<file path="src/rtl/arbiter_rr.sv">
// Two-requester round-robin arbiter with registered one-hot-or-zero grant,
// grant hold while requested, and a bounded tenure under contention.
module arbiter_rr #(
    parameter int MAX_GRANT_CYCLES = 8
) (
    input  logic       clk,
    input  logic       rst,
    input  logic [1:0] request,
    output logic [1:0] grant,
    output logic       last_grant,
    output logic       preempt
);

    localparam int CW = $clog2(MAX_GRANT_CYCLES + 1);
    localparam logic [CW-1:0] CNT_MAX    = CW'(MAX_GRANT_CYCLES);
    localparam logic [CW-1:0] CNT_THRESH = CW'(MAX_GRANT_CYCLES - 1);

    // Encoding matches the grant vector so the output decodes straight from state.
    typedef enum logic [1:0] {
        IDLE   = 2'b00,
        GRANT0 = 2'b01,
        GRANT1 = 2'b10
    } state_t;

    state_t          state, state_nxt;
    logic [CW-1:0]   hold_cnt, hold_cnt_nxt;
    logic            last_nxt;
    logic            preempt_nxt;
    logic            owner;
    logic            other;

    function automatic state_t grant_state(input logic idx);
        return idx ? GRANT1 : GRANT0;
    endfunction

    assign owner = (state == GRANT1);
    assign other = ~owner;

    always_comb begin
        // NOTE: every signal gets a default before the case so no path leaves it unassigned (no latch).
        state_nxt    = state;
        hold_cnt_nxt = hold_cnt;
        last_nxt     = last_grant;
        preempt_nxt  = 1'b0;

        case (state)
            IDLE: begin
                case (request)
                    2'b01:   state_nxt = GRANT0;
                    2'b10:   state_nxt = GRANT1;
                    2'b11:   state_nxt = grant_state(~last_grant);
                    default: state_nxt = IDLE;
                endcase
            end
            GRANT0, GRANT1: begin
                if (!request[owner]) begin
                    // Release wins over preemption, so a handoff never pulses preempt.
                    state_nxt = request[other] ? grant_state(other) : IDLE;
                end else if (request[other] && (hold_cnt >= CNT_THRESH)) begin
                    // >= lets a saturated uncontended owner be preempted at once.
                    state_nxt   = grant_state(other);
                    preempt_nxt = 1'b1;
                end else if (hold_cnt != CNT_MAX) begin
                    hold_cnt_nxt = hold_cnt + 1'b1;
                end
            end
            default: state_nxt = IDLE;
        endcase

        if ((state_nxt != IDLE) && (state_nxt != state)) begin
            hold_cnt_nxt = '0;
            last_nxt     = (state_nxt == GRANT1);
        end
    end

    // NOTE: registered state uses non-blocking assignments so all flops update together.
    always_ff @(posedge clk or posedge rst) begin
        if (rst) begin
            state      <= IDLE;
            hold_cnt   <= '0;
            last_grant <= 1'b1;
            preempt    <= 1'b0;
        end else begin
            state      <= state_nxt;
            hold_cnt   <= hold_cnt_nxt;
            last_grant <= last_nxt;
            preempt    <= preempt_nxt;
        end
    end

    assign grant = state;

endmodule

</file>
<file path="config.mk">
export PLATFORM = sky130hd
export DESIGN_NAME = arbiter_rr
export DESIGN_NICKNAME = d
export VERILOG_FILES = /design/src/rtl/arbiter_rr.sv
export SDC_FILE = /design/constraint.sdc
export NUM_CORES = 1
export LEC_CHECK = 0
export ABC_CLOCK_PERIOD_IN_PS = 3160
export CAP_MARGIN = 20
export CELL_PAD_IN_SITES_DETAIL_PLACEMENT = 0
export CELL_PAD_IN_SITES_GLOBAL_PLACEMENT = 2
export CORE_MARGIN = 8
export CORE_UTILIZATION = 37
export CTS_BUF_LIST = sky130_fd_sc_hd__clkbuf_8
export CTS_CLUSTER_DIAMETER = 60
export DETAILED_ROUTE_END_ITERATION = 12
export GPL_TIMING_DRIVEN = 0
export PLACE_DENSITY_LB_ADDON = 0.08
export SETUP_SLACK_MARGIN = 0.15
export SLEW_MARGIN = 20
export SYNTH_ARGS = -nofsm -noshare
export SYNTH_HDL_FRONTEND = slang
export SYNTH_SLANG_ARGS = --single-unit
</file>
<file path="constraint.sdc">
create_clock -name clk -period 3.16 [get_ports clk]
set_clock_uncertainty 0.1 [all_clocks]
set_input_delay 0.632 -clock clk [delete_from_list [all_inputs] [get_ports clk]]
set_output_delay 0.632 -clock clk [all_outputs]
set_load 0.01 [all_outputs]
</file>
==> results_dict.tcl, run 1 <==
set metrics [dict create \
    cts_buffers 3 \
    dpl_worst_slack_ps 535.0 \
    cap_violations 0 \
    fin_setup_tns_ps 0 \
    syn_to_final_growth_pct 21.75 \
    setup_slack_ps 748.1 \
    post_cts_buffers 0 \
    crit_arrival_ps 2410 \
    syn_area_per_cell_um2 8.975 \
    grt_max_degree 9 \
    dieArea_um2 3440 \
    fin_util 0.4746 \
    crit_chain "clkdlybuf4s50_1, nor2b_1, o21ai_0, o311a_1, nor2_1, nor3_1" \
    path_max_fanout 8 \
    period_minus_slack_ps 2412 \
    initial_core_util 0.3899 \
    num_antenna_cells 0 \
    die_x_um 58.66 \
    syn_area_um2 673.1 \
    dp_hpwl_mm 1.132 \
    cts_tree "built" \
    grt_use_total 0.09022 \
    grt_pass1_vias 546 \
    max_freq_mhz 414.6 \
    status "finished, final reports clean" \
    core_area_um2 1727 \
    hp-start "hold_cnt[0]" \
    crit_type "in -> reg" \
    worstSkewPairLatency_ps 220 \
    synth-edff-count 0 \
    gp_routability_congestion 0.7841 \
    min_to "hold_cnt[0]" \
    cts_resized 0 \
    ios 8 \
    timing.hold.ws_ps 520.2 \
    cp.required_ps 3160 \
    synth_cell_types 30 \
    routedWlPerCell_um 12.75 \
    drive_above_1_share 0.1279 \
    path_delay_family "buffers and inverters" \
    rsz0062_at_grt "no" \
    die_h_um 58.66 \
    clkTransAtPathRegs_ps 40 \
    drt_pre_antenna_iters 4 \
    grt_pass1_wl_mm 2.408 \
    reg2reg_from "grant[0]" \
    endpoint_kind "register" \
    port_buffers 7 \
    ant_nets 0 \
    row_count 15 \
    synth_nets 84 \
    reg2reg_slack_ps 830 \
    ys_ff_latch 8 \
    crit_cells 6 \
    max_slew_margin 0.6681 \
    overflow 0 \
    whs_path_depth 2 \
    crit_path_max_incr_delay_ps 610 \
    timing.rr.end "hold_cnt[1]" \
    path_buf_inv 1 \
    drv_slew 0 \
    p_per_area_nw_per_um2 907.2 \
    ys_warn_count 0 \
    clk_path_buf_depth 2 \
    drc_errors 0 \
    ir_drop_mv 0.4941 \
    cts.sinks 8 \
    antenna_found_initial 0 \
    hold_class "reg -> reg" \
    power.leakage_nw 0.3514 \
    startpoint_type "primary input" \
    synthArstFlopShare 1.000 \
    hold_viol_final 0 \
    synthCells 75 \
    tightest_slew_ps 492.7 \
    root_buffer "clkbuf_8" \
    postCtsHoldBufs 0 \
    ys_seq_area_frac 0.2993 \
    routed_wl_mm 1.415 \
    timing.final.crit_share 0.7632 \
    nNetsFinal 96 \
    drt_iter0_drc 11 \
    slowest_stage "clkdlybuf4s50_1" \
    setup_viol 0 \
    synthFlopType "dfrtp_1" \
    vias 556 \
    vias_per_cell 5.009 \
    ff2ff_path_depth 7 \
    htreeDepth 1 \
]
synth_stat cells (3+ instances only):
cell type / n / area (um^2)
a21oi_1: 4 / 20.02
o221ai_1: 3 / 26.28
ha_1: 5 / 62.56
nor2b_1: 4 / 25.02
dfrtp_1: 7 / 175.2
inv_1: 12 / 45.04
xnor2_1: 3 / 26.28
nand2_1: 4 / 15.01
nor2_1: 6 / 22.52
nand3_1: 3 / 15.01
layout by cell type (no fill, tap or decap), types with 2 or more instances in the layout:
cell,netlist,layout
a21oi_1,4,4
clkbuf_8,0,3
clkdlybuf4s50_1,0,7
dfrtp_1,7,7
ha_1,5,5
inv_1,12,13
mux2i_1,2,2
nand2_1,4,4
nand3_1,3,3
nor2_1,6,6
nor2b_1,4,4
nor3_1,2,2
nor3_2,2,2
o211ai_1,2,2
o221ai_1,3,3
xnor2_1,3,3
per-stage QoR:
stage / power (mW) / instance area, um^2 / instances
3_3_place_gp: 0.6281 / 774.5 / 107
3_5_place_dp: 0.6246 / 774.5 / 107
6_report: 0.7435 / 819.5 / 111
2_1_floorplan: 0.5059 / 673.1 / 75
5_1_grt: 0.8072 / 819.5 / 111
4_1_cts: 0.7493 / 819.5 / 111
worst register-to-register path: stages (launching register included):
cell and delay (ps):
dfrtp_1 450, inv_1 150, ha_1 320, mux2_4 350
a211o_1 350, nor2_2 170, mux2i_1 260, nor3_2 70
logic make-up after synthesis:
group / after synthesis / share of synthesized area
xor gates and xnor gates: 3 / 0.03904
AOI/OAI and AO/OA: 19 / 0.2398
adders and majority gates: 5 / 0.09294
DFF: 8 / 0.2993
and+or+nand+nor: 25 / 0.2100
buffers and inverters: 12 / 0.06691
muxes: 3 / 0.05204
registers in the layout, summed over array words and instances (netlist names):
name and flops:
grant 2, preempt 1, last_grant 1, hold_cnt 4
per-layer routing:
layer,global-route usage,wire length [um]
met2,0.1339,570
met3,0.04130,89
met4,0.01024,0
met5,0,0
met1,0.1196,755
how the worst max path moves through the flow:
| stage | end | startpoint | slack (ps) |
|---|---|---|---|
| finish | hold_cnt[0] | request[1] | 750 |
| global placement | hold_cnt[3] | request[1] | 530 |
| CTS | hold_cnt[0] | request[1] | 770 |
| global route | hold_cnt[0] | request[1] | 610 |
| detailed placement | hold_cnt[0] | request[1] | 540 |
| floorplan | hold_cnt[1] | grant[0] | 980 |
cell type report:
class	instances	area [um^2]
Fill cell	185	907.1
Multi-Input combinational cell	55	426.7
Sequential cell	8	201.4
Timing Repair Buffer	7	70.07
Inverter	12	45.04
Clock buffer	3	41.29
Tap cell	25	31.28
Clock inverter	1	3.754
power breakdown:
part / switching, mW / internal (mW) / total, mW
registers: 0.0446 / 0.137 / 0.181
clock network: 0.0364 / 0.0838 / 0.120
logic: 0.251 / 0.191 / 0.442
total: 0.332 / 0.412 / 0.744
No activity file was read; power rests on OpenSTA's default activity.
==> run 2: changes to the inputs <==
--- a/config.mk
+++ b/config.mk
@@ -5,12 +5,13 @@
 export SDC_FILE = /design/constraint.sdc
 export NUM_CORES = 1
 export LEC_CHECK = 0
-export ABC_CLOCK_PERIOD_IN_PS = 3160
+export ABC_CLOCK_PERIOD_IN_PS = 2200
 export CAP_MARGIN = 20
 export CELL_PAD_IN_SITES_DETAIL_PLACEMENT = 0
 export CELL_PAD_IN_SITES_GLOBAL_PLACEMENT = 2
+export CORE_ASPECT_RATIO = 1.5
 export CORE_MARGIN = 8
-export CORE_UTILIZATION = 37
+export CORE_UTILIZATION = 31
 export CTS_BUF_LIST = sky130_fd_sc_hd__clkbuf_8
 export CTS_CLUSTER_DIAMETER = 60
 export DETAILED_ROUTE_END_ITERATION = 12
==> constraint.sdc (replaced) <==
create_clock -name clk -period 2.2 [get_ports clk]
set_clock_uncertainty 0.1 [all_clocks]
set_input_delay 0.44 -clock clk [delete_from_list [all_inputs] [get_ports clk]]
set_output_delay 0.44 -clock clk [all_outputs]
set_load 0.01 [all_outputs]
==> results_dict.tcl, run 2 (synthesis results as in run 1) <==
set metrics [dict create \
    status "finished, final reports clean" \
    row_count 20 \
    endpoint "hold_cnt[1]" \
    drc_errors 0 \
    grt_max_degree 9 \
    grtUsageMet2 0.1798 \
    slowest_stage "dfrtp_2" \
    path_delay_family "multiplexers" \
    clk_path_buf_depth 2 \
    num_antenna_cells 0 \
    syn_to_final_growth_pct 41.08 \
    dp_hpwl_mm 1.264 \
    p_int_uw 745.1 \
    die_x_um 54.05 \
    timing.rr.end "hold_cnt[1]" \
    dieArea_um2 3949 \
    p_seq_frac 0.192 \
    drive_above_1_share 0.3548 \
    max_slew_margin 0.7168 \
    setup_viol 0 \
    rsz0062_at_grt "yes" \
    timing.final.crit_share 0.9226 \
    clkTransAtPathRegs_ps 50 \
    die_h_um 73.07 \
    postCtsHoldBufs 0 \
    reg2reg_slack_ps 170 \
    final_common_cell "inv_1" \
    dpl_worst_slack_ps -261.7 \
    cp.required_ps 2210 \
    startpoint_type "register" \
    routedWlPerCell_um 14.82 \
    met3_usage 0.03469 \
    max_freq_mhz 492.7 \
    crit_chain "inv_4, ha_4, mux2_4, a211o_1, nor2_2, mux2i_1, nor3_2" \
    grt_pass1_vias 650 \
    power.leakage_nw 0.3996 \
    ir_drop_mv 0.5915 \
    fin_setup_tns_ps 0 \
    cts_buffers 3 \
    layout_common_cells "11 x inv_1, 7 x buf_4, 5 x nor2_1, 5 x dfrtp_1, 5 x clkdlybuf4s50_1" \
    path_buf_inv 1 \
    nNetsFinal 103 \
    period_minus_slack_ps 2030 \
    vias_per_cell 5.339 \
    htreeDepth 1 \
    ant_nets 0 \
    gp_routability_congestion 0.7661 \
    grt_use_total 0.09603 \
    endpoint_kind "register" \
    gr-usage-met1 0.09379 \
    root_buffer "clkbuf_8" \
    crit_path_max_incr_delay_ps 420 \
    largest_register_ffs 4 \
    drv_slew 0 \
    initial_core_util 0.3280 \
    port_buffers 7 \
    cts.sinks 8 \
    busiest_layer "met2" \
    hold_viol_final 0 \
    grt_pass1_wl_mm 2.918 \
    core_area_um2 2052 \
    finalPower_mw 1.344 \
    switching_power_uw 598.5 \
    p_per_area_nw_per_um2 1415 \
    vias 614 \
    drt_pre_antenna_iters 4 \
    crit_start "grant[0]" \
    tightest_slew_ps 413.0 \
    hold_class "in -> async" \
    regMostFlops "hold_cnt" \
    crit_arrival_ps 2040 \
    fillerInstances 223 \
    drt_iter0_drc 7 \
    pwr-share-comb 0.675 \
    overflow 0 \
    ff2ff_path_depth 7 \
    antenna_found_initial 0 \
    path_max_fanout 6 \
    switching_share 0.4455 \
    crit_type "reg -> reg" \
    worstSkewPairLatency_ps 230 \
    cap_violations 0 \
    pwr-share-clk 0.133 \
    reg2reg_from "grant[0]" \
    cts_tree "built" \
    ios 8 \
    setup_slack_ps 170.3 \
    crit_cells 7 \
    routed_wl_mm 1.704 \
]
## run 2: final cells by class
cell class | count | area [um^2] | share of cell area
clock buffer | 3 | 41.29 | 0.04348
tap | 22 | 27.53 | 0.02899
inverter | 12 | 47.55 | 0.05007
multi-input combinational | 55 | 505.5 | 0.5323
timing repair buffer | 14 | 120.1 | 0.1265
clock inverter | 1 | 3.754 | 0.003953
sequential | 8 | 203.9 | 0.2148
## run 2: worst min-delay path by stage
stage                      from           to  slack [ps]  cells past startpoint
global route                rst  hold_cnt[1]         400                      2
detailed placement  hold_cnt[0]  hold_cnt[0]         520                      2
CTS                         rst  hold_cnt[1]         370                      2
floorplan                   rst  hold_cnt[0]         150                      1
finish                      rst  hold_cnt[1]         360                      2
global placement    hold_cnt[0]  hold_cnt[0]         510                      2
## run 2: repair_timing
item	4_1_cts	5_1_grt
pin swaps	3	7
gates cloned	0	0
endpoints found under the setup margin	5	5
gates resized for setup	7	10
buffers inserted	1	6
## run 2: metrics by stage
stage          hold slack, ps    util  cell area (um^2)  cells
5_1_grt                 405.0  0.4628             949.7    115
2_1_floorplan           154.8       -             688.2     75
6_report                358.9  0.4628             949.7    115
4_1_cts                 372.7  0.4177             857.1    109
3_5_place_dp            517.9  0.3829             785.8    104
3_3_place_gp            514.8  0.3829             785.8    104
## run 2: power groups by stage
stage	registers (mW)	logic, mW	clock network (mW)
floorplan	0.268	0.483	0
global placement	0.273	0.666	0
detailed placement	0.275	0.660	0
CTS	0.261	0.734	0.182
global route	0.266	1.00	0.193
finish	0.258	0.907	0.178
## run 2: metal layers
metal,vias to the layer above,share of wire
met5,-,0
met4,0,0
met3,0,0.043
met2,11,0.56
met1,299,0.39
li1,304,-
==> RTL edit: new RTL, config.mk and constraints of run 1 <==
Change the parameter `MAX_GRANT_CYCLES` from 8 to 16.
--- a/src/rtl/arbiter_rr.sv
+++ b/src/rtl/arbiter_rr.sv
@@ -2,5 +2,5 @@
 // grant hold while requested, and a bounded tenure under contention.
 module arbiter_rr #(
-    parameter int MAX_GRANT_CYCLES = 8
+    parameter int MAX_GRANT_CYCLES = 16
 ) (
     input  logic       clk,
Formal check against the unedited RTL: not equivalent (Yosys sat finds a counterexample within 10 cycles, from zero or initial values and one cycle with rst high).
==> RTL edit against run 1 <==
Largest cell class unchanged; routed wire length increased by 0.28%; area after synthesis increased by 7.6%; cell area increased by 6.6%; non-clock buffer count unchanged; fmax increased by 0.21%; power increased by 2.0%; worst setup slack improved by 0.0051 ns; largest power group unchanged; critical endpoint is now hold_cnt[3]; sequential cell count increased by 1.
==> RTL edit: results (changes against run 1) <==
** Critical path
- Largest fanout on the critical path :: 6 (was 8)
- The longest individual stage delay on the worst path was 0.44 ns (was 0.61 ns).
- The worst path arrival time is 2.43 ns (was 2.41 ns).

** Layout
- Multi-input logic portion of the cell area :: 53.6% (was 52.1%)
- The non-clock buffer share of cell area was 8.02% (was 8.55%).
- The clock distribution area overhead in the final layout came to 5.16% (was 5.50%).
- The number of multi-input logic gates came to 57 (was 55).
- The number of flip-flops in the largest register is 5 (was 4).
- Invs w/o clock :: 8 (was 12)

** Synthesis
- Xor-xnor portion of the synthesized cell area :: 3.63% (was 3.90%)
- Fraction of the mapped netlist area in adder cells :: 10.4% (was 9.29%)
- Mux cell area share after synthesis :: 4.15% (was 5.20%)
- The compound-gate portion of the synthesized area came to 22.6% (was 24.0%).
- The register area share after synthesis came to 31.3% (was 29.9%).
- The number of distinct library cell variants in the gate-level netlist after synthesis is 35 (was 30).
- Leading cell types by count after synthesis :: 9 x sky130_fd_sc_hd__nor2_1, 8 x sky130_fd_sc_hd__dfrtp_1, 8 x sky130_fd_sc_hd__inv_1 (was 12 x sky130_fd_sc_hd__inv_1, 7 x sky130_fd_sc_hd__dfrtp_1, 6 x sky130_fd_sc_hd__nor2_1)
- Mapped Cells :: 74 (was 75)

** Place
- Placer's final routability congestion estimate :: 0.725 (was 0.784)
- Area of placed instances :: 828 um2 (was 774 um2)
- Placement-stage worst setup slack :: 0.602 ns (was 0.535 ns)

** Power and ir drop
- The power consumed by the clock network is 135 uW (was 120 uW).
- Worst IR Drop VDD :: 0.482 mV (was 0.494 mV)
- Leakage power total :: 0.381 nW (was 0.351 nW)

** Route
- The total iterations of the first detailed-routing run came to 3 (was 4).
- The routed metal-1 wirelength is 740 um (was 755 um).
- The final wirelength was 1.42 mm (about the same).

** Global route
- The routing usage on met3 came to 3.66% (was 4.13%).
- The global-route usage over all layers was 9.26% (was 9.02%).
- Met2 usage in global routing :: 12.5% (was 13.4%)

** Die
- Total core area :: 1900 um2 (was 1730 um2)

** STA
- The worst slew margin relative to its limit was 69.9% (was 66.8%).

** Outcome
- Result of the run :: complete, no violations (unchanged)
## RTL edit: cell types whose count changed in the layout (fill, tap and decap cells not counted), sizes merged, moves of 2 or more
cell and delta:
a21oi -2, nor2 +2, nor2b -3, o221ai -2, a211oi +2, o31ai +2
and2 +3, xor2 +2, xnor2 -2, nor3 -4, nand2b +2, inv -4
nand4 +2
## RTL edit: final timing paths
path	startpoint	to	slack, ns
setup reg to reg	hold_cnt[0]	hold_cnt[3]	0.75
setup / recovery	hold_cnt[0]	hold_cnt[3]	0.75
hold reg to reg	last_grant	last_grant	0.50
hold / removal	last_grant	last_grant	0.50
min in group asynchronous	rst	preempt	0.56
max in group asynchronous	rst	last_grant	2.09
## RTL edit: worst max-delay path: cells and delay by family, from the launching register on
family,cells,cell delay [ns]
compound gates,1,0.40
flops,1,0.44
xor+xnor,1,0.15
simple gates,5,0.82
fa+ha+maj,2,0.40
